**src/rtl/alu_op_sequencer.sv**
```systemverilog
// Command-side driver for the 4-bit ALU: queues commands, drives the ALU, waits a settle
// time, captures and normalises {y,x}, and returns results in order. Optional macro: ALU_SEQ_CHECK_EN.
module alu_op_sequencer #(
  parameter int FIFO_DEPTH    = 4,
  parameter int SETTLE_CYCLES = 1
) (
  input  logic       clk,
  input  logic       rst,
  input  logic       cmd_valid,
  output logic       cmd_ready,
  input  logic [3:0] cmd_opcode,
  input  logic [3:0] cmd_a,
  input  logic [3:0] cmd_b,
  output logic [3:0] alu_opcode,
  output logic [3:0] alu_a,
  output logic [3:0] alu_b,
  input  logic [3:0] alu_x,
  input  logic [3:0] alu_y,
  output logic       rsp_valid,
  input  logic       rsp_ready,
  output logic [3:0] rsp_opcode,
  output logic [3:0] rsp_x,
  output logic [3:0] rsp_y,
  output logic       busy,
  output logic       rsp_mismatch
);

  // Handshakes: a transfer happens on a rising edge where valid && ready; the source holds
  // its payload stable while valid && !ready, and valid never drops without a transfer.

  localparam int AW = $clog2(FIFO_DEPTH);
  localparam int CW = (SETTLE_CYCLES > 1) ? $clog2(SETTLE_CYCLES) : 1;
  localparam logic [CW-1:0] SETTLE_LOAD = CW'(SETTLE_CYCLES - 1);

  typedef enum logic [1:0] {
    IDLE    = 2'd0,
    SETTLE  = 2'd1,
    CAPTURE = 2'd2,
    RESP    = 2'd3
  } state_t;

  typedef struct packed {
    logic [3:0] opcode;
    logic [3:0] a;
    logic [3:0] b;
  } cmd_t;

  state_t state;
  state_t state_next;

  cmd_t          mem [FIFO_DEPTH];
  cmd_t          head;
  logic [AW:0]   wr_ptr;
  logic [AW:0]   rd_ptr;
  logic          fifo_empty;
  logic          fifo_full;
  logic          push;
  logic          pop;
  logic          load_rsp;
  logic          rsp_done;
  logic [CW-1:0] cnt;
  logic [7:0]    captured;

  // Keep only the bits the ALU actually writes for this opcode; result packed as {y,x}.
  function automatic logic [7:0] normalise(input logic [3:0] op, input logic [3:0] x,
                                           input logic [3:0] y);
    logic [7:0] r;
    case (op)
      4'b0000, 4'b0001, 4'b0010,
      4'b0110, 4'b0111, 4'b1000, 4'b1001: r = {4'h0, 3'b000, x[0]};
      4'b1010:                            r = {3'b000, y[0], x};
      4'b1100, 4'b1101, 4'b1110:          r = {y, x};
      default:                            r = {4'h0, x};
    endcase
    return r;
  endfunction

  // ---------------------------------------------------------------- command FIFO
  assign fifo_empty = (wr_ptr == rd_ptr);
  assign fifo_full  = (wr_ptr[AW] != rd_ptr[AW]) && (wr_ptr[AW-1:0] == rd_ptr[AW-1:0]);
  assign cmd_ready  = !fifo_full;
  assign push       = cmd_valid && !fifo_full;
  assign head       = mem[rd_ptr[AW-1:0]];

  always_ff @(posedge clk) begin
    if (rst) begin
      wr_ptr <= '0;
      rd_ptr <= '0;
    end else begin
      if (push) wr_ptr <= wr_ptr + 1'b1;
      if (pop)  rd_ptr <= rd_ptr + 1'b1;
    end
  end

  // Storage needs no reset: emptiness is carried entirely by the pointers.
  always_ff @(posedge clk) begin
    if (push) mem[wr_ptr[AW-1:0]] <= '{opcode: cmd_opcode, a: cmd_a, b: cmd_b};
  end

  // ---------------------------------------------------------------- FSM
  always_ff @(posedge clk) begin
    if (rst) state <= IDLE;
    else     state <= state_next;
  end

  always_comb begin
    state_next = state;
    case (state)
      IDLE:    if (!fifo_empty) state_next = SETTLE;
      SETTLE:  if (cnt == '0) state_next = CAPTURE;
      CAPTURE: state_next = RESP;
      RESP:    if (rsp_valid && rsp_ready) state_next = IDLE;
      default: state_next = IDLE;
    endcase
  end

  always_comb begin
    pop      = 1'b0;
    load_rsp = 1'b0;
    rsp_done = 1'b0;
    case (state)
      IDLE:    pop      = !fifo_empty;
      CAPTURE: load_rsp = 1'b1;
      RESP:    rsp_done = rsp_valid && rsp_ready;
      default: ;
    endcase
  end

  assign busy = !fifo_empty || (state != IDLE);

  // ---------------------------------------------------------------- datapath
  always_ff @(posedge clk) begin
    if (rst) begin
      cnt <= '0;
    end else if (pop) begin
      cnt <= SETTLE_LOAD;
    end else if (state == SETTLE && cnt != '0) begin
      cnt <= cnt - CW'(1);
    end
  end

  // ALU drives hold between pops so the ALU output stays stable through capture.
  always_ff @(posedge clk) begin
    if (rst) begin
      alu_opcode <= '0;
      alu_a      <= '0;
      alu_b      <= '0;
    end else if (pop) begin
      alu_opcode <= head.opcode;
      alu_a      <= head.a;
      alu_b      <= head.b;
    end
  end

  assign captured = normalise(alu_opcode, alu_x, alu_y);

  always_ff @(posedge clk) begin
    if (rst) begin
      rsp_valid  <= 1'b0;
      rsp_opcode <= '0;
      rsp_x      <= '0;
      rsp_y      <= '0;
    end else if (load_rsp) begin
      rsp_valid  <= 1'b1;
      rsp_opcode <= alu_opcode;
      rsp_x      <= captured[3:0];
      rsp_y      <= captured[7:4];
    end else if (rsp_done) begin
      rsp_valid  <= 1'b0;
    end
  end

`ifdef ALU_SEQ_CHECK_EN
  // Independent expectation of the normalised {y,x} for the operands currently driven.
  function automatic logic [7:0] model_result(input logic [3:0] op, input logic [3:0] a,
                                              input logic [3:0] b);
    logic [7:0] r;
    logic [4:0] sum;
    sum = {1'b0, a} + {1'b0, b};
    case (op)
      4'b0000: r = {7'b0, |a};
      4'b0001: r = {7'b0, &a};
      4'b0010: r = {7'b0, ^a};
      4'b0011: r = {4'h0, a & b};
      4'b0100: r = {4'h0, a | b};
      4'b0101: r = {4'h0, a ^ b};
      4'b0110: r = {7'b0, a > b};
      4'b0111: r = {7'b0, a < b};
      4'b1000: r = {7'b0, a == b};
      4'b1001: r = {7'b0, a != b};
      4'b1010: r = {3'b000, sum};
      4'b1011: r = {4'h0, a - b};
      4'b1100: r = {4'h0, a} * {4'h0, b};
      4'b1101: r = {a, 4'h0} >> b;
      4'b1110: r = {4'h0, a} << b;
      default: r = {4'h0, ~a};
    endcase
    return r;
  endfunction

  always_ff @(posedge clk) begin
    if (rst) begin
      rsp_mismatch <= 1'b0;
    end else if (load_rsp) begin
      rsp_mismatch <= (captured != model_result(alu_opcode, alu_a, alu_b));
    end
  end
`else
  assign rsp_mismatch = 1'b0;
`endif

endmodule

```
**config.mk**
```make
export PLATFORM = sky130hd
export DESIGN_NAME = alu_op_sequencer
export DESIGN_NICKNAME = d
export VERILOG_FILES = /design/src/rtl/alu_op_sequencer.sv
export SDC_FILE = /design/constraint.sdc
export NUM_CORES = 1
export LEC_CHECK = 0
export BUFFER_PORTS_ARGS = -buffer_cell sky130_fd_sc_hd__buf_2
export CAP_MARGIN = 0
export CORE_ASPECT_RATIO = 0.9
export CORE_MARGIN = 3
export CORE_UTILIZATION = 60
export CTS_BUF_LIST = sky130_fd_sc_hd__clkbuf_4
export CTS_CLUSTER_SIZE = 24
export DETAILED_ROUTE_END_ITERATION = 12
export PLACE_DENSITY = 0.84
export SYNTH_ARGS = -nofsm -noshare
export SYNTH_HDL_FRONTEND = slang
export SYNTH_SLANG_ARGS = --single-unit
```
**constraint.sdc**
```tcl
create_clock -name clk -period 5.5 [get_ports clk]
set_clock_uncertainty 0.1 [all_clocks]
set_input_delay 0.275 -clock clk [delete_from_list [all_inputs] [get_ports clk]]
set_output_delay 0.275 -clock clk [all_outputs]
set_load 0.005 [all_outputs]
```
Word-level counts from Yosys, hierarchy flattened. Memory sizes are Yosys's and may differ from the RTL's. A register that Yosys moved wholly into a read port is not among the register bits. Index checks and enable logic that the tools add are counted.

Input bits: 24. Word-level logic and storage cells: 58. Bits in registers: 22. RAM bits: 48. Memories: 1. Output and inout port bits: 28.

$add $sub $neg: 3. Mux-type cells: 12. Eq/ne operators: 19. Reduce and logical (&&, ||, !) cells: 15.

Memory list: mem (depth 4, bits a word 12, read ports 1, clocked after memory_dff 1, write ports 1, line 51) `cmd_t mem [FIFO_DEPTH];`.

Operators with widths (number): equality test 4 bit, second input constant (6); case mux 8 bit (3 select lines) (1); equality test 4 x 3 -> 1 bit, second input constant (2); case mux 2 bit (4 select lines) (1); two-way mux 1 bit (7); OR reduction 7 bit (1); adder 3 x 1 -> 3 bit, second input constant (2); two-way mux 2 bit (3); != test 2 bit, second input constant (3); equality test 2 bit, second input constant (2); equality test 4 x 1 -> 1 bit, second input constant (1); equality test 4 x 2 -> 1 bit, second input constant (1); logical AND 1 bit (4); logical NOT 4 bit (1); nonzero test 2 bit (2); equality test 3 bit (1); AND reduction 3 bit (1); OR reduction 3 bit (1); equality test 2 x 1 -> 1 bit, second input constant (1); equality test 2 bit (1); logical NOT 1 bit (2); logical NOT 2 bit (1); OR reduction 2 bit (1); logical OR 1 bit (1); other kinds (2) (2).

Logic depth before layout (Yosys ltp).
Word-level depth: 6. Mapped depth: 8. Gate-level depth less buffers: 6.

Worst setup path before layout. OpenSTA, ideal clock, no wires.

Kind: register -> register. From: register rd_ptr[1]. To: memory mem[3][0] (netlist bit) (enable). Setup time: 0.317 ns. Required time: 5.083 ns. Period minus slack after synthesis: 1.780 ns. Cell stages (with the launch flop): 5. Slack: 3.720 ns. Data arrival time: 1.363 ns. Buffers on the path: 1. Cells stage by stage: dfxtp_1 buf_2 xor2_1 o311ai_0 inv_1.

Longest elaborated chain between the ends: 6.

RTL lines: start: declaration (line 54) `logic [AW:0] rd_ptr;`; start signal: assignment (line 91) `if (pop) rd_ptr <= rd_ptr + 1'b1;`; equality test 2 bit (line 80) `assign fifo_full = (wr_ptr[AW] != rd_ptr[AW]) && (wr_ptr[AW-1:0] == rd_ptr[AW-1:0]);`; logical AND 1 bit (line 80); logical NOT 1 bit (line 82) `assign push = cmd_valid && !fifo_full;`; logical AND 1 bit (line 82); two-way mux 1 bit (line 97) `if (push) mem[wr_ptr[AW-1:0]] <= '{opcode: cmd_opcode, a: cmd_a, b: cmd_b};`; two-way mux 1 bit (not written as such) (line 97); end: declaration (line 51).

No other way between the ends.

Worst setup path in the final report.
From: register rd_ptr[0]. To: memory mem[3][11] (netlist bit) (enable).

The elaborated chain is that of the path after synthesis.

==> summary.md <==
| Metric | Value |
|---|---|
| Clock latency on the worst-skew pair | between 400 and 500 ps |
| Synthesized area per cell | 14.4 um^2 |
| Drt pass-1 iters | 4 |
| Worst Tran Pin Value | between 1000 and 1500 ps |
| Core Rows | 24 |
| Layout Nets | 328 |
| Most frequent cells in the layout | 50 x buf_2, 48 x edfxtp_1, 34 x dfxtp_1 |
| Sequential area share after synthesis | 0.653 |
| Sink Count | approximately 80 |
| Worst Hold Class | input pin to flop |
| Critical path fanouts, max | 16 |
| Antenna-violating nets left | 0 |
| Largest net degree at the start of global routing | 36 |
| Syn Nets | 260 |
| Lkg Pwr | 1.55 nW |
| Final period utilization | 0.475 |
| Global Route Usage Sum | 0.187 |
| Syn-to-layout area delta | 17.9% |
| Share of cells above drive strength 1 | 0.261 |
| Cts bufs inserted | 9 |
| CTS tree | yes |
| Max Transition Viols Final | 0 |
| Remaining global-route overflow | 0 |
| Peak VDD IR | 0.285 mV |
| Flop and latch count out of synthesis | a little over 80 |
| Commonest non-fill, non-tap cell in the layout | buf_2 |
| Via count | roughly 1,900 |
| Postcts setup bufs | 0 |
| CP arrival | 2600 ps |
| Fin Setup TNS | 0 ps |
| Routed len/inst | 15.5 um |
| Antenna diode count | 0 |
| Initial Utilization | 0.644 |
| Unique cell type count in the Yosys netlist | 34 |
| Final hold vios | 0 |
| Outcome | finished, final reports clean |
| Vias in the first global route | 1,845 |
| Pre-CTS WS | approximately 2900 ps |
| Vias per cell | between 5 and 6 |
| Max Freq | 0.383 GHz |
| IO buf count | 50 |
| Max-cap viol count | 0 |
| DRC violations left | 0 |
| Final GP Congestion | 0.762 |
| Yosys synthesis warning count | 0 |
| RSZ-0062 raised after global routing | false |
| First-pass GRT wire length | 8850 um |
| Core box area | 0.00504 mm^2 |
| DRT iter0 DRCs | 90 |
| Crit. End Element | flop |
| Final setup viols | 0 |
| Clk root buf | clkbuf_4 |
| Hpwl dp | 3500 um |
| Worst setup SP type | flop |
| Clock Path Buffers | 2 |
| Routed WL | 5640 um |
| H-tree depth | 3 |
| DIE AREA | 0.00634 mm^2 |
| Critical path class | flop to flop |
| Post-Syn Area | 0.00325 mm^2 |
| Die H | approximately 76 um |
| Post-layout min period | 2610 ps |
| Rel. slew slack | 0.320 |
| WP data required | 5490 ps |
| # IOs | 52 |
| PwrDens | between 400 and 500 mW/mm^2 |
| Clk slew on worst S/H paths | 130 ps |
| Final Worst Setup Slack | 2890 ps |
| Die W | roughly 84 um |
| Initial antenna violation count | 0 |
| Synth Instances | ~230 |
==> cell type report <==
cell class / instances / area, um^2
fillers: 304 / 1210
repair buffers: 69 / 440
flip-flops and latches: 82 / 2120
inverters: 9 / 33.8
clock inverters: 7 / 58.8
well taps: 65 / 81.3
multi-input cells: 123 / 1030
clock buffers: 9 / 67.6
==> through the flow <==
step / hold slack (ps) / total power, mW / cell area, um^2 / std cells / util
finish: 34.6 / 1.55 / 3830 / 364 / 0.760
global route: 18.8 / 1.64 / 3830 / 364 / 0.760
CTS: 7.93 / 1.56 / 3830 / 364 / 0.760
detailed placement: 356 / 1.24 / 3520 / 329 / 0.697
global placement: 353 / 1.22 / 3520 / 329 / 0.697
floorplan: 274 / 1.14 / 3250 / 226 / -
==> metal layers <==
layer,GRT usage,wire [um],part of all wire,up-vias
li1,-,-,-,954
met2,0.341,2800,0.50,61
met5,0,0,0,-
met3,0.0659,346,0.061,5
met4,0.0429,42,0.0074,0
met1,0.219,2450,0.43,900
==> cells in the mapped netlist <==
| master | n | area (um^2) |
|---|---|---|
| edfxtp_1 | 48 | 1440 |
| dfxtp_1 | 34 | 681 |
| nor2_1 | 30 | 113 |
| mux2i_1 | 18 | 180 |
| a21oi_1 | 12 | 60.1 |
| mux4_2 | 12 | 270 |
| ha_1 | 10 | 125 |
| inv_1 | 9 | 33.8 |
| nor2b_1 | 6 | 37.5 |
| clkbuf_1 | 5 | 18.8 |
| nand2_1 | 4 | 15.0 |
| xnor2_1 | 4 | 35.0 |
| xor2_1 | 4 | 35.0 |
| and2_1 | 3 | 18.8 |
| buf_4 | 3 | 22.5 |
| nand2b_1 | 3 | 18.8 |
| buf_2 | 2 | 10.0 |
| o21ai_0 | 2 | 10.0 |
| or3_1 | 2 | 12.5 |
| a211o_1 | 1 | 8.76 |
| a211oi_1 | 1 | 7.51 |
| a22oi_1 | 1 | 7.51 |
| a311oi_1 | 1 | 8.76 |
| a31o_1 | 1 | 8.76 |
| a31oi_1 | 1 | 6.26 |
| and3_1 | 1 | 6.26 |
| buf_1 | 1 | 3.75 |
| buf_6 | 1 | 11.3 |
| conb_1 | 1 | 3.75 |
| nand4_1 | 1 | 6.26 |
| nand4b_1 | 1 | 8.76 |
| o211ai_1 | 1 | 7.51 |
| o311ai_0 | 1 | 8.76 |
| o31a_1 | 1 | 8.76 |
==> cell families after synthesis <==
kind of cell,Yosys count,synth area share
buffers and inverters,21,0.0308
xor gates and xnor gates,8,0.0216
other,1,0.00115
and+or+nand+nor,51,0.0728
adders and majority gates,10,0.0385
DFF,82,0.653
muxes,30,0.139
AOI/OAI and AO/OA,23,0.0439
==> timing repair <==
item | CTS | global route
resized for setup | 0 | 0
hold endpoints to repair | 55 | 0
hold buffers | 19 | 0
==> power breakdown <==
group          internal, mW  switching, mW
logic                 0.225          0.194
registers             0.724         0.0911
clock network         0.101          0.217
total                  1.05          0.502
==> state kept, by name, summed over array words and instances, names as in the netlist <==
signal and cells:
mem 48, alu_a 4, alu_b 4, alu_opcode 4, rsp_opcode 4, rsp_x 4
rsp_y 4, rd_ptr 3, wr_ptr 3, state 2, cnt 1, rsp_valid 1
==> critical path: stages (launching register included) <==
cell      delay [ps]
dfxtp_1         1020
xor2_1           220
o311ai_0         530
inv_1            410
==> worst paths after layout <==
check             from          to  slack, ps  depth (start not counted)
min reg2reg   rsp_y[0]    rsp_y[0]        380                          2
max reg2reg  rd_ptr[0]  mem[3][11]       2890                          3
max          rd_ptr[0]  mem[3][11]       2890                          3
min           alu_y[0]    rsp_y[0]         30                          3
Note: power is estimated with default switching activity, not from simulation.
